File: src/rtl/sid_bus_arb.sv
// SID register-write arbiter: one write per phi2 falling edge, external bus writes take
// strict priority over a small FIFO fed by the internal (USB player) requester.
module sid_bus_arb #(
  parameter int unsigned DEPTH = 4
) (
  input  logic                       clk,
  input  logic                       rst_n,
  input  logic                       phi2,
  input  logic                       ext_we,
  input  logic [4:0]                 ext_addr,
  input  logic [7:0]                 ext_data,
  input  logic                       int_valid,
  output logic                       int_ready,
  input  logic [4:0]                 int_addr,
  input  logic [7:0]                 int_data,
  output logic                       out_we,
  output logic [4:0]                 out_addr,
  output logic [7:0]                 out_data,
  output logic [$clog2(DEPTH):0]     level,
  output logic                       coll,
  input  logic                       coll_clr
);

  localparam int unsigned AW = (DEPTH > 1) ? $clog2(DEPTH) : 1;
  localparam int unsigned LW = $clog2(DEPTH) + 1;

  logic          phi2_q;
  logic          fall;

  logic          ext_pend_q, ext_pend_d;
  logic [4:0]    ext_addr_q, ext_addr_d;
  logic [7:0]    ext_data_q, ext_data_d;
  logic          coll_q, coll_d;
  logic          collide;

  logic [12:0]   mem_q [DEPTH];
  logic [AW-1:0] wr_ptr_q, wr_ptr_d;
  logic [AW-1:0] rd_ptr_q, rd_ptr_d;
  logic [LW-1:0] level_q, level_d;
  logic          ready_q, ready_d;
  logic          push, pop, issue_ext;
  logic [12:0]   head;

  logic          out_we_q, out_we_d;
  logic [4:0]    out_addr_q, out_addr_d;
  logic [7:0]    out_data_q, out_data_d;

  // Arbitration looks only at state registered before this clk, so a write captured or
  // pushed in the fall clk itself waits for the next slot.
  always_comb begin
    fall      = phi2_q & ~phi2;
    issue_ext = fall & ext_pend_q;
    pop       = fall & ~ext_pend_q & (level_q != '0);
    push      = int_valid & ready_q;
    head      = mem_q[rd_ptr_q];
    // A pending value consumed in this very slot frees the register, so no collision.
    collide   = ext_we & ext_pend_q & ~fall;
  end

  always_comb begin
    ext_pend_d = ext_pend_q;
    ext_addr_d = ext_addr_q;
    ext_data_d = ext_data_q;
    coll_d     = coll_q;
    wr_ptr_d   = wr_ptr_q;
    rd_ptr_d   = rd_ptr_q;
    level_d    = level_q;
    ready_d    = ready_q;
    out_we_d   = 1'b0;
    out_addr_d = out_addr_q;
    out_data_d = out_data_q;

    if (issue_ext) begin
      out_we_d   = 1'b1;
      out_addr_d = ext_addr_q;
      out_data_d = ext_data_q;
      ext_pend_d = 1'b0;
    end else if (pop) begin
      out_we_d   = 1'b1;
      out_addr_d = head[12:8];
      out_data_d = head[7:0];
      rd_ptr_d   = rd_ptr_q + AW'(1);
    end

    if (ext_we) begin
      ext_pend_d = 1'b1;
      ext_addr_d = ext_addr;
      ext_data_d = ext_data;
    end

    if (collide) begin
      coll_d = 1'b1;
    end else if (coll_clr) begin
      coll_d = 1'b0;
    end

    if (push) begin
      wr_ptr_d = wr_ptr_q + AW'(1);
    end
    level_d = level_q + LW'(push) - LW'(pop);
    ready_d = (level_d < LW'(DEPTH));
  end

  always_ff @(posedge clk) begin
    if (!rst_n) begin
      phi2_q     <= 1'b0;
      ext_pend_q <= 1'b0;
      ext_addr_q <= '0;
      ext_data_q <= '0;
      coll_q     <= 1'b0;
      wr_ptr_q   <= '0;
      rd_ptr_q   <= '0;
      level_q    <= '0;
      ready_q    <= 1'b0;
      out_we_q   <= 1'b0;
      out_addr_q <= '0;
      out_data_q <= '0;
    end else begin
      phi2_q     <= phi2;
      ext_pend_q <= ext_pend_d;
      ext_addr_q <= ext_addr_d;
      ext_data_q <= ext_data_d;
      coll_q     <= coll_d;
      wr_ptr_q   <= wr_ptr_d;
      rd_ptr_q   <= rd_ptr_d;
      level_q    <= level_d;
      ready_q    <= ready_d;
      out_we_q   <= out_we_d;
      out_addr_q <= out_addr_d;
      out_data_q <= out_data_d;
    end
  end

  // Storage needs no reset: pointers and level define which entries are live.
  always_ff @(posedge clk) begin
    if (push) begin
      mem_q[wr_ptr_q] <= {int_addr, int_data};
    end
  end

  assign int_ready = ready_q;
  assign out_we    = out_we_q;
  assign out_addr  = out_addr_q;
  assign out_data  = out_data_q;
  assign level     = level_q;
  assign coll      = coll_q;

endmodule

File: config.mk
export PLATFORM = sky130hd
export DESIGN_NAME = sid_bus_arb
export DESIGN_NICKNAME = d
export VERILOG_FILES = /design/src/rtl/sid_bus_arb.sv
export SDC_FILE = /design/constraint.sdc
export NUM_CORES = 1
export LEC_CHECK = 0
export ABC_AREA = 1
export CAP_MARGIN = 10
export CORE_ASPECT_RATIO = 0.75
export CORE_MARGIN = 2
export CORE_UTILIZATION = 45
export DETAILED_ROUTE_END_ITERATION = 12
export GPL_ROUTABILITY_DRIVEN = 0
export PLACE_DENSITY = 0.68
export SLEW_MARGIN = 20
export SYNTH_ARGS = -nofsm -noshare
export SYNTH_HDL_FRONTEND = slang
export SYNTH_SLANG_ARGS = --single-unit
File: constraint.sdc
create_clock -name clk -period 2.7 [get_ports clk]
set_input_delay 0.27 -clock clk [delete_from_list [all_inputs] [get_ports clk]]
set_output_delay 0.27 -clock clk [all_outputs]
set_load 0.05 [all_outputs]
==> flow_summary.json <==
{
  "worst_setup_path_start_kind": "input pin",
  "maxSlewViolCount": 0,
  "grt_max_degree": 27,
  "synthTopCellsByCount": "112 x nand2_1, 78 x inv_1, 53 x nand3_1, 52 x edfxtp_1, 40 x dfxtp_1",
  "fillers": 769,
  "port_buffers": 50,
  "syn_inst": 429,
  "cts_tree": "yes",
  "worstPathRequired_ns": 2.98,
  "cp_slowest_stage_delay_ns": 0.51,
  "final_nets": 520,
  "drt_first_iter_violations": 159,
  "core_sq_um": 8420,
  "crit_buf_inv": 3,
  "rows": 29,
  "cts_root_buf": "clkbuf_16",
  "antenna_found_initial": 0,
  "synth.distinct_cells": 24,
  "initial_core_util": 0.460,
  "final-setup-viol-count": 0,
  "synth_area_sq_um": 3870,
  "setup_ws_ns": 0.668,
  "utilization": 0.565,
  "powerDensity_nw_per_um2": 737,
  "outcome": "finished clean",
  "fin_tns_setup_ns": 0,
  "wl_per_cell_um": 13.1,
  "mappedNetlistNets": 467,
  "p_leak_nw": 2.16,
  "fin_skew_ns": 0.00435,
  "maxCapViolCount": 0,
  "insertion_delay_ns": 0.33,
  "drcViolationCount": 0,
  "max_slew_margin": 0.629,
  "numCtsBuffers": 9,
  "crit_slowest_cell": "clkdlybuf4s50_1",
  "clock_path_buffers": 2,
  "ys_async_sr_fraction": 0,
  "synth_most_common_cell": "nand2_1",
  "hpwl_mm": 5.23,
  "path_max_fanout": 3,
  "fin_crit_sh": 0.752,
  "dp_slack_ns": 0.355,
  "pin_count": 51,
  "ys_seq_elements": 92,
  "synth_flop_cell": "edfxtp_1",
  "cts.sinks": 92,
  "end_kind": "flop",
  "max_freq_ghz": 0.492,
  "yosysTopAreaCellShare": 0.403,
  "cts-resized-gates": 0,
  "via_per_inst": 4.74,
  "ir_drop_mv": 0.646,
  "ctsHoldBuffers": 0,
  "area_growth_syn_to_layout_pct": 22.8,
  "ys_seq_area_frac": 0.610,
  "synth_area_leaders": "edfxtp_1 40%, dfxtp_1 21%, nand2_1 11%",
  "hp-class": "reg2reg",
  "grt_pass1_wl_mm": 13.3,
  "synth_edf_count": 52,
  "cp.arrival_ns": 2.31,
  "chipWidth_um": 111,
  "ant_nets": 0,
  "power.total_mw": 3.51,
  "dieHeight_um": 84.3,
  "post_cts_buffers": 0,
  "grt_setup_unrepaired": "no",
  "routed_wl_mm": 7.81,
  "yosysWarnings": 0,
  "grt_overflow_total": 0,
  "finalHoldWorstSlack_ns": 0.468,
  "crit_type": "in2reg",
  "critical-path-top-delay-family": "buffers and inverters",
  "finalCriticalPeriod_ns": 2.03,
  "grt_pass1_vias": 2766,
  "hold_viol_final": 0,
  "cts.clk_slew.worst_paths_ns": 0.06,
  "yosysTopAreaCell": "edfxtp_1",
  "grt_usage": 0.181,
  "drive_above_1_share": 0.0617,
  "firstDrtPassIters": 4,
  "crit_chain": "clkdlybuf4s50_1 -> inv_2 -> nand2_2 -> nor2_4 -> nand2_4 -> xor2_1 -> ha_1 -> inv_1 -> fa_1 -> xnor2_1 -> xor2_1 -> and2_1",
  "htreeDepth": 3,
  "worst_slew_pin_slew_ns": 0.556,
  "cpMostUsedCell": "xor2_1",
  "synth.avg_cell_area_sq_um": 9.03,
  "n_antenna_cell": 0,
  "dieArea_sq_um": 9370,
  "via_count": 2817
}
[per-layer routing]
| metal | wire, um | vias to the layer above | track usage | share of wire |
|---|---|---|---|---|
| met5 | 0 | - | 0 | 0 |
| met4 | 14 | 0 | 0.0314 | 0.0018 |
| met3 | 450 | 2 | 0.0650 | 0.058 |
| met2 | 3660 | 77 | 0.298 | 0.47 |
| met1 | 3680 | 1300 | 0.236 | 0.47 |
| li1 | - | 1438 | - | - |
[per-stage QoR]
step	std cells	area, sq um
floorplan	429	3870
global placement	579	4470
detailed placement	579	4470
CTS	594	4750
global route	594	4750
finish	594	4750
[worst reg2reg max path, stage by stage, from the launching register on]
cell	delay [ns]
dfxtp_1	0.36
nor2_1	0.12
nand2_1	0.09
nand2_4	0.09
xor2_1	0.16
ha_1	0.17
inv_1	0.05
fa_1	0.38
xnor2_1	0.18
xor2_1	0.19
and2_1	0.14
[cell usage in the layout, fill, tap and decap left out, types with 2 or more instances in the layout]
| cell | count |
|---|---|
| nand2_1 | 112 |
| inv_1 | 78 |
| nand3_1 | 53 |
| edfxtp_1 | 52 |
| clkdlybuf4s50_1 | 50 |
| dfxtp_1 | 40 |
| nor2_1 | 33 |
| o21ai_0 | 15 |
| a21oi_1 | 9 |
| clkbuf_16 | 9 |
| buf_4 | 8 |
| ha_1 | 5 |
| inv_2 | 3 |
| xor2_1 | 3 |
| inv_4 | 2 |
| clkinvlp_4 | 2 |
[report_power, final]
| group | internal (mW) | switching, mW | leakage [nW] |
|---|---|---|---|
| logic | 0.227 | 0.404 | 1.23 |
| registers | 1.61 | 0.0655 | 0.799 |
| clock network | 0.707 | 0.489 | 0.132 |
[final timing paths]
path / to / start / cells after the start / slack [ns]
setup reg to reg: level[2] / level[1] / 10 / 0.73
hold / removal: coll / coll / 2 / 0.47
setup / recovery: level[2] / phi2 / 12 / 0.67
hold reg to reg: coll / coll / 2 / 0.47
[state kept, by name, indices dropped and copies added (netlist names), 2 cells and up, named ones only]
signal      count
mem_q          52
ext_data_q      8
out_data        8
ext_addr_q      5
out_addr        5
level           3
rd_ptr_q        2
wr_ptr_q        2
[logic make-up (layout without fill, tap and decap cells)]
family          after synthesis  in the layout  share of synthesized area
flops                        92             92                      0.610
fa+ha+maj                     6              6                     0.0213
compound gates               25             25                     0.0323
simple gates                203            203                      0.221
buf+inv                      99            156                      0.107
xor+xnor                      4              4                    0.00905
[cell type report]
cell class / count / area [sq um] / share of cell area
clock buffer: 10 / 229 / 0.0482
clock inverter: 5 / 53.8 / 0.0113
inverter: 83 / 317 / 0.0666
multi-input combinational: 238 / 1100 / 0.231
sequential: 92 / 2360 / 0.497
tap: 108 / 135 / 0.0284
timing repair buffer: 58 / 561 / 0.118
(Power assumes the default switching activity.)
